### src/rtl/mem_access_pkg.sv
// Shared encodings and lane helpers for the load/store stage.
// MEM_MISALIGN_TRAP_EN enables misaligned-access trapping in mem_access_unit.
package mem_access_pkg;

  localparam logic [1:0] SZ_BYTE = 2'b00;
  localparam logic [1:0] SZ_HALF = 2'b01;
  localparam logic [1:0] SZ_WORD = 2'b10;
  localparam logic [1:0] SZ_NONE = 2'b11;

  typedef logic [1:0] state_t;
  localparam state_t ST_IDLE = 2'd0;
  localparam state_t ST_WAIT = 2'd1;
  localparam state_t ST_DONE = 2'd2;

  function automatic logic [3:0] lane_strobe(
    input logic [1:0] size,
    input logic [1:0] a
  );
    logic [3:0] s;
    s = 4'b0000;
    unique case (1'b1)
      size == SZ_BYTE: s = 4'b0001 << a;
      size == SZ_HALF: s = a[1] ? 4'b1100 : 4'b0011;
      size == SZ_WORD: s = 4'b1111;
      default:         s = 4'b0000;
    endcase
    return s;
  endfunction

  function automatic logic [31:0] lane_extract(
    input logic [31:0] rdata,
    input logic [1:0]  size,
    input logic [1:0]  a,
    input logic        uns
  );
    logic [7:0]  b;
    logic [15:0] h;
    logic [31:0] r;
    b = rdata[{a, 3'b000} +: 8];
    h = a[1] ? rdata[31:16] : rdata[15:0];
    r = 32'h0;
    unique case (1'b1)
      size == SZ_BYTE: r = {{24{b[7] & ~uns}}, b};
      size == SZ_HALF: r = {{16{h[15] & ~uns}}, h};
      size == SZ_WORD: r = rdata;
      default:         r = 32'h0;
    endcase
    return r;
  endfunction

  function automatic logic misaligned(
    input logic [1:0] size,
    input logic [1:0] a
  );
    return ((size == SZ_HALF) && a[0]) ||
           ((size == SZ_WORD) && (a != 2'b00));
  endfunction

endpackage

### src/rtl/mem_access_unit_lane_align.sv
// Byte-lane placement for stores and extraction/extension for loads.
// Purely combinational.
module mem_lane_align
  import mem_access_pkg::*;
(
  input  logic [1:0]  size,
  input  logic [1:0]  addr_lo,
  input  logic        uns,
  input  logic [31:0] wsrc,
  input  logic [31:0] rdata,
  output logic [3:0]  strobe,
  output logic [31:0] wdata,
  output logic [31:0] ldata
);

  always_comb begin
    strobe = lane_strobe(size, addr_lo);
    ldata  = lane_extract(rdata, size, addr_lo, uns);
    wdata  = 32'h0;
    unique case (1'b1)
      size == SZ_BYTE: wdata = {4{wsrc[7:0]}};
      size == SZ_HALF: wdata = {2{wsrc[15:0]}};
      size == SZ_WORD: wdata = wsrc;
      default:         wdata = 32'h0;
    endcase
  end

endmodule

### src/rtl/mem_access_unit.sv
// Load/store stage: byte strobes, lane placement, slow-region wait states.
// Define MEM_MISALIGN_TRAP_EN to trap misaligned half/word accesses.
module mem_access_unit
  import mem_access_pkg::*;
#(
  parameter int DATA_W      = 32,
  parameter int ADDR_W      = 30,
  parameter int WAIT_CYCLES = 1,
  parameter int SLOW_BIT    = 20
) (
  input  logic              clk,
  input  logic              rst,
  input  logic              mem_read,
  input  logic              mem_write,
  input  logic [1:0]        mem_size,
  input  logic              mem_unsigned,
  input  logic [DATA_W-1:0] alu_result,
  input  logic [DATA_W-1:0] din,
  input  logic [15:0]       imme,
  input  logic              mem_to_reg,
  input  logic              lui_sig,
  output logic              stall,
  output logic [DATA_W-1:0] dout,
  output logic              misalign,
  output logic [ADDR_W-1:0] ram_addr,
  output logic              ram_ce,
  output logic [3:0]        ram_we,
  output logic [DATA_W-1:0] ram_wdata,
  input  logic [DATA_W-1:0] ram_rdata
);

  localparam logic [3:0] CNT_INIT = 4'(WAIT_CYCLES - 1);
  localparam bit HAS_WAIT = (WAIT_CYCLES != 0);

  state_t            state;
  logic [3:0]        cnt;
  logic [ADDR_W-1:0] h_addr;
  logic [1:0]        h_lo;
  logic [1:0]        h_size;
  logic              h_uns;
  logic              h_rd;
  logic [3:0]        h_we;
  logic [31:0]       h_wdata;
  logic [31:0]       rhold;

  logic [1:0] a;
  logic       req, mis_c, mis_i, go, slow_c, accept_slow, in_done;
  logic [1:0]  al_size, al_lo;
  logic        al_uns;
  logic [31:0] al_rdata, lane_wdata, lane_ldata, ldata;
  logic [3:0]  lane_we;

  assign a   = alu_result[1:0];
  assign req = (mem_read | mem_write) & (mem_size != SZ_NONE);

`ifdef MEM_MISALIGN_TRAP_EN
  assign mis_c = req & misaligned(mem_size, a);
`else
  assign mis_c = 1'b0;
`endif

  assign mis_i       = (state == ST_IDLE) & mis_c;
  assign go          = req & ~mis_c;
  assign slow_c      = HAS_WAIT && !alu_result[SLOW_BIT+2];
  assign accept_slow = (state == ST_IDLE) & go & slow_c;
  assign in_done     = (state == ST_DONE);

  // DONE replays the captured access against the held read data
  assign al_size  = in_done ? h_size : mem_size;
  assign al_lo    = in_done ? h_lo   : a;
  assign al_uns   = in_done ? h_uns  : mem_unsigned;
  assign al_rdata = in_done ? rhold  : ram_rdata;

  mem_lane_align u_align (
    .size    (al_size),
    .addr_lo (al_lo),
    .uns     (al_uns),
    .wsrc    (din),
    .rdata   (al_rdata),
    .strobe  (lane_we),
    .wdata   (lane_wdata),
    .ldata   (lane_ldata)
  );

  always_comb begin
    ram_addr  = '0;
    ram_ce    = 1'b0;
    ram_we    = 4'b0000;
    ram_wdata = '0;
    stall     = 1'b0;
    misalign  = 1'b0;
    if (!rst) begin
      case (state)
        ST_IDLE: begin
          ram_addr  = alu_result[ADDR_W+1:2];
          ram_ce    = go;
          ram_we    = (go & mem_write) ? lane_we : 4'b0000;
          ram_wdata = (go & mem_write) ? lane_wdata : '0;
          stall     = accept_slow;
          misalign  = mis_i;
        end
        ST_WAIT: begin
          ram_addr  = h_addr;
          ram_ce    = 1'b1;
          ram_we    = h_we;
          ram_wdata = h_wdata;
          stall     = 1'b1;
        end
        default: ram_addr = h_addr;
      endcase
    end
  end

  always_comb begin
    ldata = lane_ldata;
    if (in_done && !h_rd) ldata = '0;
    if (mis_i)            ldata = '0;
    dout = alu_result;
    if (rst)             dout = '0;
    else if (lui_sig)    dout = {imme, 16'h0};
    else if (mem_to_reg) dout = ldata;
  end

  always_ff @(posedge clk) begin
    if (rst) begin
      state   <= ST_IDLE;
      cnt     <= 4'd0;
      h_addr  <= '0;
      h_lo    <= 2'b00;
      h_size  <= 2'b00;
      h_uns   <= 1'b0;
      h_rd    <= 1'b0;
      h_we    <= 4'b0000;
      h_wdata <= '0;
      rhold   <= '0;
    end else begin
      case (state)
        ST_IDLE: if (accept_slow) begin
          state   <= ST_WAIT;
          cnt     <= CNT_INIT;
          h_addr  <= alu_result[ADDR_W+1:2];
          h_lo    <= a;
          h_size  <= mem_size;
          h_uns   <= mem_unsigned;
          h_rd    <= mem_read & ~mem_write;
          h_we    <= mem_write ? lane_we : 4'b0000;
          h_wdata <= lane_wdata;
        end
        ST_WAIT: if (cnt == 4'd0) begin
          rhold <= ram_rdata;
          state <= ST_DONE;
        end else begin
          cnt <= cnt - 4'd1;
        end
        default: state <= ST_IDLE;
      endcase
    end
  end

endmodule
### config.mk
export PLATFORM = sky130hd
export DESIGN_NAME = mem_access_unit
export DESIGN_NICKNAME = d
export VERILOG_FILES = /design/src/rtl/mem_access_pkg.sv /design/src/rtl/mem_access_unit_lane_align.sv /design/src/rtl/mem_access_unit.sv
export SDC_FILE = /design/constraint.sdc
export NUM_CORES = 1
export LEC_CHECK = 0
export ABC_AREA = 1
export BUFFER_PORTS_ARGS = -buffer_cell sky130_fd_sc_hd__clkbuf_2
export CORE_MARGIN = 2
export CORE_UTILIZATION = 56
export DETAILED_ROUTE_END_ITERATION = 8
export PLACE_DENSITY = 0.89
export REMOVE_ABC_BUFFERS = 1
export SYNTH_ARGS = -nofsm -noshare
export SYNTH_HDL_FRONTEND = slang
export SYNTH_SLANG_ARGS = --single-unit
### constraint.sdc
create_clock -name clk -period 3.5 [get_ports clk]
set_input_delay 0.175 -clock clk [delete_from_list [all_inputs] [get_ports clk]]
set_output_delay 0.175 -clock clk [all_outputs]
set_load 0.05 [all_outputs]
==> results.tsv <==
metric	value	unit
GRT Util Overall	32.94	%
max-slew violation count	0	
total die area	13750	µm²
GPL Wtd Cong	0.9062	
Inst Count DP	1549	
critical path depth	12	
layout cells sized above 1	20.00	%
IO Pins	222	
Arr. time, crit path	3.04	ns
Worst path max stage delay	0.36	ns
DR iter-0 viols	1115	
top_reg_cell synth	dfxtp_1	
yosys warns	0	
die height	117.3	µm
fin cells	1562	
type of origin of the critical path	flip-flop	
die extent in x	117.3	µm
pre-CTS setup slack	0.4808	ns
Worst-Skew Late Latency	0.36	ns
clock sinks	110	
clock tree buffer depth	2	
ant diodes	0	
Core Util, Final	70.47	%
drt total wl	23600	µm
Post-CTS Hold Fix Bufs	0	
register area share after synthesis	30.65	%
Cell Chain, Critical Path	inv_2, nand2_2, nand2_1, nand2_2, nand2_1, nor2_1, nor2_2, nand3_4, nand2_1, nand2_1, a21oi_1, buf_12	
RSZ-0062 raised after global routing	no	
post-CTS sizing	0	
ys async rst share	0	%
Yosys reg bits	110	
Rel. slew slack	21.62	%
most common cell in the synthesized netlist	nand2_1	
area share of the largest cell type after synthesis	30.65	%
TritonRoute pass-1 iters	6	
CP top delay family	simple AND/OR/NAND/NOR gates	
Post-DP HPWL	16350	µm
power share of the sequential group	37.7	%
antenna-violating nets left	0	
R2R cell count	8	
vias	8928	
switching share of power	38.63	%
Yosys top cell by area	dfxtp_1	
simple-gate share of the synthesized area	32.93	%
hold path cells	3	
Initial Util	57.16	%
status	finished, final reports clean	
core area	12570	µm²
top cells by area, synth	dfxtp_1 31%, nand2_1 19%, a21oi_1 9.9%	
Slew @ Worst Pin	1.173	ns
EDFF count, synth	0	
min cycle time layout	3.213	ns
sequential cell area	2203	µm²
worst hold path class	primary input to flip-flop	
H-tree level count	3	
Post-Synth Adder-Cell Area	0.3483	%
CTS Buf Count	9	
clock tree root driver cell	clkbuf_16	
Setup Crit Path Kind	flip-flop to output pin	
Post-CTS Setup Bufs	0	
Yosys cell types	36	
TritonCTS clock tree	yes	
Synth Cell Area	7184	µm²
fillers	1129	
net switching power	0.001424	W
endpoints failing setup	0	
P_leak	4.440	nW
mux contribution to synthesized area	0	%
slowest cell on the critical path	dfxtp_1	
endpoints failing hold	0	
combinational group share of total power	34.7	%
Max-Cap Viols	0	
crit path buf inv count	2	
Most common cell on crit path	nand2_1	
drt drc	0	
clk slew on worst S/H paths	0.07	ns
Clk pwr share	27.6	%
max frequency	0.3113	GHz
drt via density	5.716	
Tcrit/Tclk final	91.79	%
Syn-to-layout area delta	23.28	%
Remaining Overflow, GRT	0	
port bufs	220	
Routed wire per std cell	15.11	µm
Post-Synth XOR/XNOR Area	0.1219	%
largest net degree at the start of global routing	70	
PD cells	416.2	nW/µm²
Nets	1511	
Syn Inst Count	1228	
top cells by count, synth	366 x nand2_1, 142 x a21oi_1, 127 x nand3_1, 127 x o21ai_0, 110 x dfxtp_1	
Internal	0.002262	W
area of the multi-input gates	4207	µm²
first-pass GRT wire length	35810	µm
Max IR drop VDD	0.4427	mV
vias in the first global route	7397	
Worst Slack Setup Final	0.2874	ns
Std-Cell Rows	41	
critical path data required time	3.32	ns
largest family of logic cells by synthesized area	simple AND/OR/NAND/NOR gates	
Avg Inst Size Synth	5.850	µm²
crit end category	output pin	
Crit Path Max Fanout	27	
worst clock skew	0.01027	ns
Compound-Gate Fraction of Synth Area	24.59	%
initial antenna violation count	0	
==> placed cells by master (no fill, tap or decap), types with 7 or more instances in the layout <==
master / n
a21oi_1: 142
buf_12: 19
buf_4: 18
clkbuf_16: 9
clkbuf_2: 201
dfxtp_1: 109
inv_1: 106
inv_2: 7
nand2_1: 365
nand3_1: 127
nor2_1: 52
o21a_1: 7
o21ai_0: 127
o21ai_1: 48
==> registers in the layout, summed over array words and instances, names as in the netlist, 2 cells and up <==
register	count
h_wdata	32
h_lo	2
state	2
h_we	4
cnt	4
rhold	32
h_addr	30
h_size	2
==> worst min-delay path, stage by stage <==
cell,delay [ns]
clkbuf_2,0.08
inv_1,0.05
a21oi_1,0.06
==> layout make-up <==
type                       count  area share, %
tap                          172          2.430
multi-input combinational    914          47.49
clock buffer                  11          2.741
clock inverter                 2         0.3955
timing repair buffer         238          17.18
inverter                     115          4.888
sequential                   110          24.88
==> routing by layer <==
layer,vias up,GRT usage (%),share of wire (%)
li1,4322,-,-
met1,3998,45.54,42
met2,534,50.61,45
met3,74,7.570,9.9
met4,0,11.45,3.4
met5,-,0,0
==> power by group through the flow <==
stage,clock (W),combinational (W),sequential [W]
floorplan,0,0.000847,0.00140
global placement,0,0.00123,0.00141
detailed placement,0,0.00125,0.00142
CTS,0.00103,0.00126,0.00139
global route,0.00107,0.00139,0.00140
finish,0.00102,0.00128,0.00139
==> worst paths after layout <==
path | endpoint | slack, ns | startpoint
setup / recovery | dout[24] | 0.29 | state[0]$_SDFFE_PP0P_
hold / removal | rhold[13]$_SDFFE_PP0P_ | 0.04 | ram_rdata[13]
setup reg to reg | h_wdata[9]$_SDFFE_PP0P_ | 1.15 | state[0]$_SDFFE_PP0P_
hold reg to reg | h_addr[20]$_SDFFE_PP0P_ | 0.44 | h_addr[20]$_SDFFE_PP0P_
==> logic make-up after synthesis <==
family,count (synthesis)
AOI/OAI and AO/OA,341
xor gates and xnor gates,1
adders and majority gates,2
buffers and inverters,204
DFF,110
other,1
and+or+nand+nor,569
==> per-stage QoR <==
stage / setup TNS (ns) / hold slack, ns / area, µm² / power, W
6_report: 0 / 0.04388 / 8857 / 0.003687
3_3_place_gp: 0 / 0.4199 / 8568 / 0.002643
5_1_grt: 0 / 0.05993 / 8857 / 0.003857
2_1_floorplan: -81.06 / 0.2474 / 6804 / 0.002252
4_1_cts: 0 / 0.03970 / 8846 / 0.003672
3_5_place_dp: 0 / 0.4188 / 8568 / 0.002667
No activity file was read; power rests on OpenSTA's default activity.
